File: src/rtl/hazard_ctrl.sv
// hazard_ctrl: hazard and forwarding controller for the 5-stage core.
// A three-entry scoreboard (EX, MEM, WB) tracks in-flight destination registers.
// From it, and from the instruction in ID, the block drives the forward code,
// the forward source select, stall and flush.
// Optional macro HAZARD_STATS_EN adds the saturating stall_cnt/flush_cnt outputs.
module hazard_ctrl #(
  parameter int REG_AW   = 5,
  parameter int FWD_SRCS = 2
) (
  input  logic                        clk,
  input  logic                        reset,
  input  logic                        id_valid,
  input  logic [6:0]                  id_opcode,
  input  logic [REG_AW-1:0]           id_rs1,
  input  logic [REG_AW-1:0]           id_rs2,
  input  logic [REG_AW-1:0]           id_rd,
  input  logic                        redirect,
  output logic [1:0]                  need_forward,
  output logic [$clog2(FWD_SRCS)-1:0] fwd_sel,
  output logic                        stall,
  output logic                        flush
`ifdef HAZARD_STATS_EN
  ,
  output logic [31:0]                 stall_cnt,
  output logic [31:0]                 flush_cnt
`endif
);

  typedef struct packed {
    logic              valid;
    logic [REG_AW-1:0] rd;
    logic              wr_en;
    logic              is_load;
  } sb_entry_t;

  localparam logic [6:0] OP_ALU   = 7'b0110011;
  localparam logic [6:0] OP_ALUI  = 7'b0010011;
  localparam logic [6:0] OP_LOAD  = 7'b0000011;
  localparam logic [6:0] OP_STORE = 7'b0100011;
  localparam logic [6:0] OP_BR    = 7'b1100011;
  localparam logic [6:0] OP_JAL   = 7'b1101111;
  localparam logic [6:0] OP_JALR  = 7'b1100111;
  localparam logic [6:0] OP_AUIPC = 7'b0010111;
  localparam logic [6:0] OP_LUI   = 7'b0110111;

  sb_entry_t sb_ex, sb_mem, sb_wb;
  sb_entry_t id_entry;

  logic use_rs1, use_rs2, is_store;
  logic m1_ex, m1_mem, m2_ex, m2_mem;
  logic fwd1, fwd2;
  logic load_use, store_hz, conflict;
  logic issue;

  // A producer matches a source only if it really writes that non-zero register.
  function automatic logic hit(input sb_entry_t e, input logic [REG_AW-1:0] r);
    return e.valid && e.wr_en && (e.rd == r) && (r != '0);
  endfunction

  // Decode the ID instruction into scoreboard fields and operand usage.
  always_comb begin
    id_entry         = '0;
    id_entry.valid   = 1'b1;
    id_entry.rd      = id_rd;
    id_entry.wr_en   = (id_opcode inside {OP_ALU, OP_ALUI, OP_LOAD, OP_JAL,
                                          OP_JALR, OP_AUIPC, OP_LUI}) && (id_rd != '0);
    id_entry.is_load = (id_opcode == OP_LOAD);
    use_rs1          = !(id_opcode inside {OP_JAL, OP_AUIPC, OP_LUI});
    use_rs2          = id_opcode inside {OP_ALU, OP_BR, OP_STORE};
    is_store         = (id_opcode == OP_STORE);
  end

  // Hazard detection and forward selection; EX (youngest) wins over MEM.
  always_comb begin
    m1_ex    = use_rs1 && hit(sb_ex, id_rs1);
    m1_mem   = use_rs1 && !m1_ex && hit(sb_mem, id_rs1);
    m2_ex    = use_rs2 && hit(sb_ex, id_rs2);
    m2_mem   = use_rs2 && !m2_ex && hit(sb_mem, id_rs2);
    // store data is never forwarded; it waits until the producer is in WB
    fwd1     = m1_ex || m1_mem;
    fwd2     = !is_store && (m2_ex || m2_mem);
    load_use = sb_ex.is_load && (m1_ex || m2_ex);
    store_hz = is_store && (m2_ex || m2_mem);
    conflict = fwd1 && fwd2 && (m1_ex != m2_ex);

    flush = redirect && !reset;
    stall = id_valid && !flush && (load_use || store_hz || conflict);
    issue = id_valid && !stall && !flush;

    need_forward = 2'b00;
    fwd_sel      = '0;
    if (issue) begin
      need_forward = {fwd1, fwd2};
      fwd_sel[0]   = (fwd1 && m1_mem) || (fwd2 && m2_mem);
    end
  end

  // Scoreboard shift; a redirect kills the younger EX and MEM occupants.
  always_ff @(posedge clk or posedge reset) begin
    if (reset) begin
      sb_ex  <= '0;
      sb_mem <= '0;
      sb_wb  <= '0;
    end else begin
      sb_ex  <= issue ? id_entry : '0;
      sb_mem <= flush ? '0 : sb_ex;
      sb_wb  <= sb_mem;
    end
  end

`ifdef HAZARD_STATS_EN
  // Saturating event counters; stall is already low in flush cycles.
  always_ff @(posedge clk or posedge reset) begin
    if (reset) begin
      stall_cnt <= '0;
      flush_cnt <= '0;
    end else begin
      if (stall && (stall_cnt != 32'hFFFF_FFFF)) stall_cnt <= stall_cnt + 32'd1;
      if (flush && (flush_cnt != 32'hFFFF_FFFF)) flush_cnt <= flush_cnt + 32'd1;
    end
  end
`endif

endmodule

File: config.mk
export PLATFORM = sky130hd
export DESIGN_NAME = hazard_ctrl
export DESIGN_NICKNAME = d
export VERILOG_FILES = /design/src/rtl/hazard_ctrl.sv
export SDC_FILE = /design/constraint.sdc
export NUM_CORES = 1
export LEC_CHECK = 0
export ABC_AREA = 0
export CELL_PAD_IN_SITES_DETAIL_PLACEMENT = 0
export CELL_PAD_IN_SITES_GLOBAL_PLACEMENT = 2
export CORE_UTILIZATION = 25
export DETAILED_ROUTE_END_ITERATION = 6
export GPL_ROUTABILITY_DRIVEN = 1
export PLACE_DENSITY = 0.75
export SLEW_MARGIN = 20
export SYNTH_ARGS = -nofsm -noshare
export SYNTH_HDL_FRONTEND = slang
export SYNTH_SLANG_ARGS = --single-unit
File: constraint.sdc
create_clock -name clk -period 2.55 [get_ports clk]
set_clock_uncertainty 0.15 [all_clocks]
set_input_delay 0.3825 -clock clk [delete_from_list [all_inputs] [get_ports clk]]
set_output_delay 0.3825 -clock clk [all_outputs]
set_load 0.03 [all_outputs]
---- Word-level counts from Yosys, hierarchy flattened ----
Cells that the tools add are included.
word-level totals
  register bits after elaboration ......... 15
  input port bits ......................... 26
  output and inout port bits .............. 5
operators by class
  eq/ne operators ......................... 14
  multiplexer cells ....................... 4
  reduce and logical (&&, ||, !) cells .... 48
operator list
  cell                                                 number
  logical AND 1 bit                                    29
  equality test 7 x 6 -> 1 bit, second input constant  3
  equality test 7 bit, second input constant           3
  equality test 5 bit                                  4
  2-to-1 mux 8 bit                                     2
  nonzero test 5 bit                                   3
  equality test 7 x 5 -> 1 bit, second input constant  2
  equality test 7 x 2 -> 1 bit, second input constant  1
  logical NOT 1 bit                                    7
  nonzero test 7 bit                                   1
  logical OR 1 bit                                     6
  nonzero test 3 bit                                   2
  2-to-1 mux 2 bit                                     1
  2-to-1 mux 1 bit                                     1
  inequality test 1 bit                                1

---- Depth between registers and ports, before layout ----
Gate-level depths: netlist (run 1).
  depth in word-level cells ............... 17
  gate-level depth with buffers ........... 10
  depth with buffers taken out ............ 10

---- Least setup slack after synthesis (run 1) ----
OpenSTA, ideal clock, no wires.
  kind .................................... input to output
  start point ............................. input id_rs1[1]
  end point ............................... output need_forward[0]
  arrival time ............................ 2.699 ns
  data required time ...................... 2.017 ns
  slack ................................... -0.682 ns
  cell stages on the path ................. 9
  path through ............................ or4_1 > nor2_1 > or4_4 > nand2b_1 > ha_1 > nor2b_1 > nor2_1 > nand2b_2 > nor4_1
between the ends
  longest elaborated chain between the ends .. 16
  elaborated cells on any way between the ends .. 24
  those cells by class .................... 3 x eq/ne; 1 x mux; 20 x reduce/logical
ends and longest elaborated chain
  element                             line  text
  start, declared                     14    input logic [REG_AW-1:0] id_rs1,
  equality test 5 bit                 57    return e.valid && e.wr_en && (e.rd == r) && (r != '0);
  logical AND 1 bit (2 in a row)      57
  logical AND 1 bit                   75    m1_ex = use_rs1 && hit(sb_ex, id_rs1);
  logical NOT 1 bit                   76    m1_mem = use_rs1 && !m1_ex && hit(sb_mem, id_rs1);
  logical AND 1 bit (2 in a row)      76
  logical OR 1 bit                    80    fwd1 = m1_ex || m1_mem;
  logical AND 1 bit (2 in a row)      84    conflict = fwd1 && fwd2 && (m1_ex != m2_ex);
  logical OR 1 bit (*)                87    stall = id_valid && !flush && (load_use || store_hz || conflict);
  logical AND 1 bit (*)               87
  logical NOT 1 bit (*)               88    issue = id_valid && !stall && !flush;
  logical AND 1 bit (*) (2 in a row)  88
  2-to-1 mux 2 bit (*)                92    if (issue) begin
  end, declared                       18    output logic [1:0] need_forward,
Mark *: on every way between the ends. The rest lies on a longest branch, timed or not.

---- Final worst setup path (run 1) ----
  start point ............................. register sb_ex[6] (netlist name)
  end point ............................... output stall
between the ends
  longest elaborated chain between the ends .. 13
  elaborated cells on any way between the ends .. 26
  those cells by class .................... 3 x eq/ne; 23 x reduce/logical
ends and longest elaborated chain
  element                         line    text
  start, declared                 46      sb_entry_t sb_ex, sb_mem, sb_wb;
  start signal, assigned          105     sb_ex <= issue ? id_entry : '0;
  equality test 5 bit             57
  logical AND 1 bit (2 in a row)  57
  logical AND 1 bit               77      m2_ex = use_rs2 && hit(sb_ex, id_rs2);
  logical NOT 1 bit               78      m2_mem = use_rs2 && !m2_ex && hit(sb_mem, id_rs2);
  logical AND 1 bit (2 in a row)  78
  logical OR 1 bit                81, 83
  logical AND 1 bit               81      fwd2 = !is_store && (m2_ex || m2_mem);
  logical AND 1 bit (2 in a row)  84
  logical OR 1 bit (*)            87
  logical AND 1 bit (*)           87
  end, declared                   20      output logic stall,
Marks and branches as above.

==> results of run 1 <==
[layout make-up]
type                    count  area [um2]
repair buffers             65         562
well taps                  48        60.1
inverters                   2        7.51
multi-input cells          88         768
clock buffers               4        45.0
fillers                   373        1980
flip-flops and latches     15         375
[power groups by stage]
stage	Combinational (mW)	Sequential, mW	Clock, mW
after global routing	0.181	0.268	0.199
after floorplan	0.0698	0.267	0
final	0.167	0.267	0.184
after detailed placement	0.161	0.271	0
after global placement	0.159	0.270	0
after CTS	0.161	0.266	0.191
[cell usage after synthesis, drive strengths merged, types with 3 or more instances]
library cell,n
nor3,3
nand4,3
or4,3
nand2b,3
nand2,8
dfrtp,15
and2,13
nor4,4
xor2,10
and3,3
nor2,9
xnor2,11
[layout by cell type, fill, tap and decap left out, types with 5 or more instances in the layout]
cell,n
nand2_1,7
and2_1,8
buf_4,32
buf_6,7
xor2_1,10
and2_4,5
clkdlybuf4s50_1,12
xnor2_1,10
nor2_1,6
dfrtp_1,15
dlygate4sd2_1,14
[path summary, 6_finish.rpt]
kind,slack [ns],depth (start not counted),startpoint,to
max in group asynchronous,1.55,2,reset,sb_ex[0]$_DFF_PP0_
min reg2reg,0.33,1,sb_ex[1]$_DFF_PP0_,sb_mem[1]$_DFF_PP0_
max,-0.49,11,sb_ex[6]$_DFF_PP0_,stall
min in group asynchronous,0.34,2,reset,sb_mem[3]$_DFF_PP0_
max reg2reg,0.05,11,sb_ex[6]$_DFF_PP0_,sb_ex[0]$_DFF_PP0_
min,0.33,1,sb_ex[1]$_DFF_PP0_,sb_mem[1]$_DFF_PP0_
[state kept, by name, summed over array words and instances, names as in the netlist]
register	count
sb_mem	7
sb_ex	8
[stage by stage]
step,utilization,std cells,power [mW],worst slack (ns),instance area (um2)
finish,0.479,222,0.617,-0.486,1820
global route,0.479,222,0.648,-0.592,1820
CTS,0.469,222,0.618,-0.473,1780
detailed placement,0.445,215,0.432,-0.712,1690
global placement,0.445,215,0.429,-0.707,1690
floorplan,-,108,0.337,-0.204,1110
[what timing repair did]
item	in CTS	in global routing
pin swaps	11	8
setup endpoints to repair	11	11
buffers inserted	3	1
resized for setup	24	10
gates cloned	0	0
[per-layer routing]
| layer | share of wire | GRT usage | up-vias |
|---|---|---|---|
| li1 | - | - | 509 |
| met1 | 0.44 | 0.163 | 467 |
| met2 | 0.52 | 0.247 | 18 |
| met3 | 0.025 | 0.0155 | 4 |
| met4 | 0.010 | 0.0559 | 0 |
| met5 | 0 | 0 | - |
[critical path, cell delays in order (launching register included)]
cell and delay, ns:
dfrtp_1 0.40, buf_6 0.13, xor2_1 0.15, nor4_1 0.21
nand3_1 0.17, a211o_4 0.30, ha_4 0.28, nand2_4 0.05
a21oi_4 0.17, nor2_2 0.07, o31ai_4 0.18, buf_6 0.16
[cell families after synthesis]
family,synth area share
compound gates,0.0959
xor+xnor,0.178
fa+ha+maj,0.0121
buf+inv,0.0194
flops,0.364
simple gates,0.330
==> impl_results.md, run 1 <==
- Status: complete, but fails checks
- Failing checks: setup timing
- Register share of total power: 0.432
- Worst Max-Slew Pin Slew: about 0.53 ns
- Crit Path Class: reg2out
- Via-per-instance ratio: approximately 4.5
- Final setup viols: 4
- Area grow syn2layout: 76.3%
- Layout Nets: around 200
- GRT Residual Overflow: 0
- Avg Cell Area, Syn: about 9.5 um2
- Final Max Slew Viols: 0
- Vias in the first global route: approximately 1.0k
- Post-CTS Hold Fix Bufs: 0
- Crit start category: flip-flop
- Sw Share: 0.250
- Total track usage: 0.137
- RSZ-0062 raised after global routing: yes
- Tcrit/Tclk final: 1.19
- Worst path required time: 2.02 ns
- Crit. End Element: primary output
- Leading area contributor after synthesis: dfrtp_1
- First-pass GRT wire length: approximately 4500 um
- Peak fanout along the critical path: 3
- Clk network pwr share: 0.298
- Worst hold slack: between 0.3 and 0.4 ns
- Vias post-DR: approximately 1000
- Number of DRC markers in iteration 0: 13
- Share of the synthesized area in the top cell type: 0.364
- Pwr Density: ~340 nW/um2
- Initial antenna violation count: 0
- Worst setup slack after layout: -0.486 ns
- HPWL Detailed: about 2300 um
- Leakage power: 0.793 nW
- Comb pwr share: 0.270
- Post-synth ARST share: 1.00
- Worst-path clk slew: about 0.05 ns
- Sequential share of the synthesized area: 0.364
- Clk Latency, worst-skew pair: between 0.2 and 0.25 ns
- Period minus WS final: approximately 3.0 ns
- VDD IR max: roughly 0.21 mV
- Hold Path Class: reg2reg
- Top FF cell, synth: dfrtp_1
- Synth area leaders: dfrtp_1 (36%), xnor2_1 (9.3%), xor2_1 (8.5%)
- Switch Pwr: between 0.15 and 0.2 mW
- First-pass iteration count of the detailed router: 4
- TNS Setup: -1.89 ns
- Worst relative slew slack: 0.648
- IO Port Bufs: 30
- MaxCap Viol Count: 0
- Unique masters post-synth: 33
- Maximum clock path buffer count: 2
- Fmax: roughly 330 MHz
- DRC: 0
- WL/cell: roughly 12 um
- Die area: 4390 um2
- Int Pwr: between 0.4 and 0.5 mW
- Final Wtd Congestion: roughly 0.8
- CTS HTree Levels: 1
- Post-route ant nets: 0
- CTS buffer count: 3
- CP arrival: about 2.5 ns
- Synthesized Nets: 135
- Largest net degree at the start of global routing: 16
- Antenna diodes: 0
- Seq cells post-synth: 15
- Die X-Extent: 66.2 um
- Mapped Cells: 108
- Synth Warn #: 0
- I/O pins: 31
- Core Rows: 22
- Post-Syn Area: between 1000 and 1500 um2
- CTS tree: yes
- Share of layout cells above drive strength 1: 0.397
- Initial Utilization: 0.271
- Hold Violations, Final: 0
- Die height: 66.2 um
- Routed WL: roughly 2700 um
- Root buffer cell: clkbuf_8
- EDFF count, synth: 0
- Core area: around 3800 um2
- Sink Count: 15
Note: power is estimated with default switching activity, not from simulation.
==> run 2: changes to the inputs <==
--- a/config.mk
+++ b/config.mk
@@ -6,13 +6,13 @@
 export NUM_CORES = 1
 export LEC_CHECK = 0
 export ABC_AREA = 0
+export ABC_CLOCK_PERIOD_IN_PS = 2550
 export CELL_PAD_IN_SITES_DETAIL_PLACEMENT = 0
 export CELL_PAD_IN_SITES_GLOBAL_PLACEMENT = 2
 export CORE_UTILIZATION = 25
 export DETAILED_ROUTE_END_ITERATION = 6
 export GPL_ROUTABILITY_DRIVEN = 1
-export PLACE_DENSITY = 0.75
-export SLEW_MARGIN = 20
+export PLACE_DENSITY = 0.84
 export SYNTH_ARGS = -nofsm -noshare
 export SYNTH_HDL_FRONTEND = slang
 export SYNTH_SLANG_ARGS = --single-unit
==> run 2 against run 1 <==
  * The run still ends with setup timing left
  * First-iteration DRC count up 150%
  * Clock-buffer cell count did not move
  * Register-to-register slack is essentially flat
  * Flip-flop and latch count unchanged
  * Worst setup slack better by 0.0024 ns
  * Final area fell by 0.41%
  * Global-route usage rose by 0.33 points
  * Total power fell by 0.19%
  * Routed wire length up 0.33%
  * Fmax about the same
  * Largest power group unchanged
  * Highest routed layer unchanged
==> impl_results.md, run 2 (synthesis results as in run 1) <==
- IO Port Bufs: 30 (unchanged)
- Top Registers: sb_ex (8), sb_mem (7)
- Final setup viols: 4 (unchanged)
- Routed WL: 2700 um (+0.33%)
- CP peak stage delay: 0.42 ns (+0.02 ns)
- Antenna diodes: 0 (unchanged)
- Peak fanout along the critical path: 3 (unchanged)
- CTS HTree Levels: 1 (unchanged)
- First-pass iteration count of the detailed router: 4 (unchanged)
- Post-route ant nets: 0 (unchanged)
- Vias in the first global route: 1080 (+4.0%)
- Worst relative slew slack: 0.652 (+0.00434)
- Fmax: 330 MHz (about the same)
- RSZ-0062 raised after global routing: yes
- Period minus WS final: 3.03 ns (-0.00235 ns)
- Die X-Extent: 66.2 um (unchanged)
- CP top delay family: compound AO/OA/AOI/OAI gates
- Root buffer cell: clkbuf_8
- Initial antenna violation count: 0 (unchanged)
- CTS buffer count: 3 (unchanged)
- Crit-path slowest cell: dfrtp_1
- WL/cell: 12.3 um (+1.2%)
- Most frequent cells in the layout: buf_4 (30), dfrtp_1 (15), dlygate4sd2_1 (14), clkdlybuf4s50_1 (12)
- Tcrit/Tclk final: 1.19 (about the same)
- Pwr Density: 340 nW/um2 (+0.22%)
- Worst setup slack after layout: -0.484 ns (+0.00235 ns)
- Multi-input gate area: 767 um2 (-0.16%)
- HPWL Detailed: 2230 um (-2.7%)
- Number of DRC markers in iteration 0: 32 (+19)
- Hold Violations, Final: 0 (unchanged)
- Number of flip-flops in the largest register: 8 (unchanged)
- Total track usage: 0.141 (+0.00329)
- Largest Register: sb_ex
- FF+latch area: 375 um2 (unchanged)
- Share of layout cells above drive strength 1: 0.395 (-0.00120)
- Maximum clock path buffer count: 2 (unchanged)
- Final Max Slew Viols: 0 (unchanged)
- Sink Count: 15 (unchanged)
- Commonest non-fill, non-tap cell in the layout: buf_4
- MaxCap Viol Count: 0 (unchanged)
- Die area: 4390 um2 (unchanged)
- VDD IR max: 0.159 mV (-23%)
- Area grow syn2layout: 75.6%
- Worst-path clk slew: 0.06 ns (about the same)
- DRC: 0 (unchanged)
- Vias post-DR: 990 (-0.80%)
- FILL cells: 374 (+0.27%)
- Failing checks: setup timing
- Critical path, cell by cell: xor2_1, nor4_2, nand3_1, a211o_4, ha_4, nand2_4, a21oi_4, nor2_2, o31ai_4, buf_6
- Initial Utilization: 0.271 (unchanged)
- Crit start category: flip-flop
- First-pass GRT wire length: 4600 um (+2.3%)
- Clk Latency, worst-skew pair: 0.24 ns (about the same)
- Die height: 66.2 um (unchanged)
- Core area: 3800 um2 (unchanged)
- Largest net degree at the start of global routing: 16 (unchanged)
- WP buf/inv: 1 (-1)
- Core Rows: 22 (unchanged)
- Worst hold slack: 0.325 ns (-0.00648 ns)
- Status: complete, but fails checks
- Final Wtd Congestion: 0.842 (+7.6%)
- I/O pins: 31 (unchanged)
- CP arrival: 2.50 ns (about the same)
- Via-per-instance ratio: 4.50 (+0.10%)
- GRT Residual Overflow: 0 (unchanged)
- Hold Path Class: reg2reg
- Crit Path Class: reg2out
- Crit. End Element: primary output
- Leakage power: 0.791 nW (-0.24%)
- Design Power: 0.616 mW (-0.19%)
- Layout Nets: 200 (-0.99%)
- Worst Max-Slew Pin Slew: 0.521 ns (-0.00650 ns)
- Worst path required time: 2.02 ns (about the same)
- Post-place setup slack: -0.775 ns (-0.0631 ns)
- CTS tree: yes
## run 2: cell types whose count changed in the layout (fill, tap and decap cells not counted), sizes merged
cell / previous run / this run
buf: 39 / 37
## run 2: timing repair
action,in CTS,in global routing
cloned,0,0
resized for setup,25,8
buffers inserted,5,0
endpoints found under the hold margin,0,0
hold buffers,0,0
pin swaps,9,7
endpoints found under the setup margin,12,11
## run 2: where the power goes
part / internal, mW / switching [mW]
combinational: 0.0990 / 0.0689
clock: 0.110 / 0.0723
sequential: 0.253 / 0.0123
## run 2: final timing paths
kind,slack (ns),to,from,depth (start not counted)
setup / recovery,-0.48,stall,sb_ex[3]$_DFF_PP0_,10
hold / removal,0.33,sb_mem[7]$_DFF_PP0_,sb_ex[7]$_DFF_PP0_,1
min in group asynchronous,0.35,sb_ex[1]$_DFF_PP0_,reset,2
hold reg to reg,0.33,sb_mem[7]$_DFF_PP0_,sb_ex[7]$_DFF_PP0_,1
max in group asynchronous,1.56,sb_mem[2]$_DFF_PP0_,reset,2
setup reg to reg,0.06,sb_ex[0]$_DFF_PP0_,sb_ex[3]$_DFF_PP0_,10
## run 2: area by class of cell
class                           count  area share
Inverter                            2     0.00415
Tap cell                           48      0.0332
Clock buffer                        4      0.0249
Multi-Input combinational cell     88       0.424
Sequential cell                    15       0.207
Timing Repair Buffer               63       0.307
## run 2: routing by layer
layer,up-vias,wire [um],share of wire,track usage
met2,20,1370,0.51,0.256
met1,463,1210,0.45,0.161
met3,4,73,0.027,0.0121
met5,-,0,0,0
li1,503,-,-,-
met4,0,50,0.019,0.0745
## run 2: per-stage QoR
step	cells	instance area [um2]	utilization	TNS, ns
floorplan	108	1110	-	-0.516
global placement	212	1680	0.442	-5.71
detailed placement	212	1680	0.442	-6.50
CTS	220	1790	0.470	-1.92
global route	220	1810	0.477	-2.36
finish	220	1810	0.477	-1.85
==> run 3: changes to the inputs <==
--- a/config.mk
+++ b/config.mk
@@ -16,3 +16,4 @@
 export SYNTH_ARGS = -nofsm -noshare
 export SYNTH_HDL_FRONTEND = slang
 export SYNTH_SLANG_ARGS = --single-unit
+export TNS_END_PERCENT = 5
==> run 3 against run 2 <==
  * The flow still finishes with violations (setup timing)
  * Die area did not move
  * Critical path depth did not move
  * Worst hold slack gained 0.0094 ns
  * Non-clock buffer count down 8
  * Core utilization down 2.2 points
  * Clock-buffer cell count is 1 lower
  * Sequential power barely moved
  * Sequential share of layout area rose by 1.0 points
  * Fmax about the same
  * Final area decreased by 4.7%
  * Register-to-register slack hardly changed
  * Final cell count fell by 3.6%
  * Largest cell class unchanged
==> impl_results.md, run 3 (synthesis results as in run 1) <==
- Status: complete, but fails checks
- Failing checks: setup timing
- Final setup viols: 4 (unchanged)
- Worst hold slack: 0.335 ns (+0.00939 ns)
- Die height: 66.2 um (unchanged)
- Core Rows: 22 (unchanged)
- Post-CTS Hold Fix Bufs: 0 (unchanged)
- Hold Violations, Final: 0 (unchanged)
- Design Power: 0.616 mW (about the same)
- Commonest non-fill, non-tap cell in the layout: buf_4
- DRC: 0 (unchanged)
- Pwr Density: 357 nW/um2 (+4.9%)
- Initial Utilization: 0.271 (unchanged)
- Crit-path slowest cell: dfrtp_1
- Tcrit/Tclk final: 1.19 (about the same)
- First-pass iteration count of the detailed router: 3 (-1)
- Via-per-instance ratio: 4.72 (+4.8%)
- Worst Max-Slew Pin Slew: 0.553 ns (+0.0327 ns)
- Layout Nets: 192 (-4.0%)
- Area grow syn2layout: 67.4%
- First-pass GRT wire length: 4540 um (-1.2%)
- Int Pwr: 0.451 mW (-2.4%)
- Top Registers: sb_ex (8), sb_mem (7)
- Post-place setup slack: -0.782 ns (-0.00731 ns)
- Vias post-DR: 1000 (+1.0%)
- Largest Register: sb_ex
- Initial antenna violation count: 0 (unchanged)
- FILL cells: 382 (+2.1%)
- Number of flip-flops in the largest register: 8 (unchanged)
- Vias in the first global route: 1019 (-5.6%)
- Most frequent cells in the layout: buf_4 (24), dfrtp_1 (15), dlygate4sd2_1 (14), clkdlybuf4s50_1 (12), xnor2_1 (11)
- Core area: 3800 um2 (unchanged)
- Placed Area: 1590 um2 (-5.6%)
- MaxCap Viol Count: 0 (unchanged)
- Number of DRC markers in iteration 0: 20 (-38%)
- Sw Share: 0.267 (+0.0181)
- CTS buffer count: 3 (unchanged)
- Design area: 1730 um2 (-4.7%)
- I/O pins: 31 (unchanged)
- CTS tree: yes
- Comb pwr share: 0.247 (-0.026)
- Layout Utilization: 0.454 (-0.0224)
- Final Wtd Congestion: 0.910 (+8.1%)
- IO Port Bufs: 30 (unchanged)
- VDD IR max: 0.318 mV (+100%)
- Cell Count Post-Placement: 207 (-2.4%)
- Clk Latency, worst-skew pair: 0.25 ns (about the same)
- Period minus WS final: 3.03 ns (-0.00135 ns)
- Die area: 4390 um2 (unchanged)
- Critical path, cell by cell: xor2_1, nor4_1, nand3_1, a211o_4, ha_4, nand2_4, a21oi_4, nor2_2, o31ai_4, buf_6
- Antenna diodes: 0 (unchanged)
- Worst path required time: 2.02 ns (about the same)
- Final Max Slew Viols: 0 (unchanged)
- Routed WL: 2710 um (+0.37%)
- Die X-Extent: 66.2 um (unchanged)
- CTS HTree Levels: 1 (unchanged)
- GRT Residual Overflow: 0 (unchanged)
- Maximum clock path buffer count: 2 (unchanged)
- Post-route non-filler standard cell count: 212 (-3.6%)
- Worst setup slack after layout: -0.483 ns (+0.00135 ns)
- Crit. End Element: primary output
- Fmax: 330 MHz (about the same)
- Hold Path Class: reg2reg
- Leakage power: 0.735 nW (-7.1%)
- Post-route ant nets: 0 (unchanged)
- CP arrival: 2.50 ns (about the same)
- WL/cell: 12.8 um (+4.2%)
- TNS Setup: -1.87 ns (-0.0216 ns)
- CP peak stage delay: 0.42 ns (about the same)
- Share of layout cells above drive strength 1: 0.366 (-0.0295)
- Worst relative slew slack: 0.631 (-0.0218)
- Root buffer cell: clkbuf_8
- Worst-path clk slew: 0.06 ns (about the same)
- Crit Path Class: reg2out
- Switch Pwr: 0.165 mW (+7.2%)
- Peak fanout along the critical path: 3 (unchanged)
- Crit start category: flip-flop
- Clk network pwr share: 0.319 (+0.022)
- Register share of total power: 0.434 (+0.003)
- Sink Count: 15 (unchanged)
- Total track usage: 0.140 (-0.000305)
- Largest net degree at the start of global routing: 16 (unchanged)
- RSZ-0062 raised after global routing: yes
- HPWL Detailed: 2390 um (+7.2%)
[run 3: layout make-up]
class	count	area, um2	share of cell area
timing repair buffer	55	479	0.278
inverter	2	7.51	0.00435
sequential	15	375	0.218
tap	48	60.1	0.0348
clock buffer	3	41.3	0.0239
multi-input combinational	88	754	0.437
clock inverter	1	7.51	0.00435
[run 3: layer usage]
layer | up-vias | wire length, um | global-route usage
li1 | 489 | - | -
met1 | 492 | 1180 | 0.163
met2 | 16 | 1440 | 0.267
met3 | 3 | 49 | 0.0103
met4 | 0 | 38 | 0.0479
met5 | - | 0 | 0
[run 3: what timing repair did]
action / in CTS / in global routing
gates resized for setup: 27 / 10
setup buffers: 1 / 0
setup endpoints to repair: 12 / 11
pin swaps: 7 / 10
[run 3: power by group through the flow]
stage / clock [mW] / sequential [mW] / combinational (mW)
after floorplan: 0 / 0.267 / 0.0675
after global placement: 0 / 0.271 / 0.146
after detailed placement: 0 / 0.272 / 0.152
after CTS: 0.205 / 0.267 / 0.146
after global routing: 0.217 / 0.269 / 0.167
final: 0.196 / 0.267 / 0.152
[run 3: worst paths after layout]
check                                         from             endpoint  slack (ns)  depth (start not counted)
min in group asynchronous                    reset   sb_ex[5]$_DFF_PP0_        0.35                          2
worst max register to register  sb_ex[3]$_DFF_PP0_   sb_ex[0]$_DFF_PP0_        0.07                         10
worst max-delay path            sb_ex[3]$_DFF_PP0_                stall       -0.48                         10
worst min register to register  sb_ex[7]$_DFF_PP0_  sb_mem[7]$_DFF_PP0_        0.33                          1
worst min-delay path            sb_ex[7]$_DFF_PP0_  sb_mem[7]$_DFF_PP0_        0.33                          1
max in group asynchronous                    reset   sb_ex[0]$_DFF_PP0_        1.54                          2
[run 3: critical path: cells and delay by family, from the launching register on]
family	cells	cell delay [ns]
AO/OA/AOI/OAI	3	0.65
AND/OR/NAND/NOR	4	0.60
flip-flops	1	0.42
adder cells (fa/ha/maj)	1	0.28
XOR/XNOR	1	0.16
buffers and inverters	1	0.16
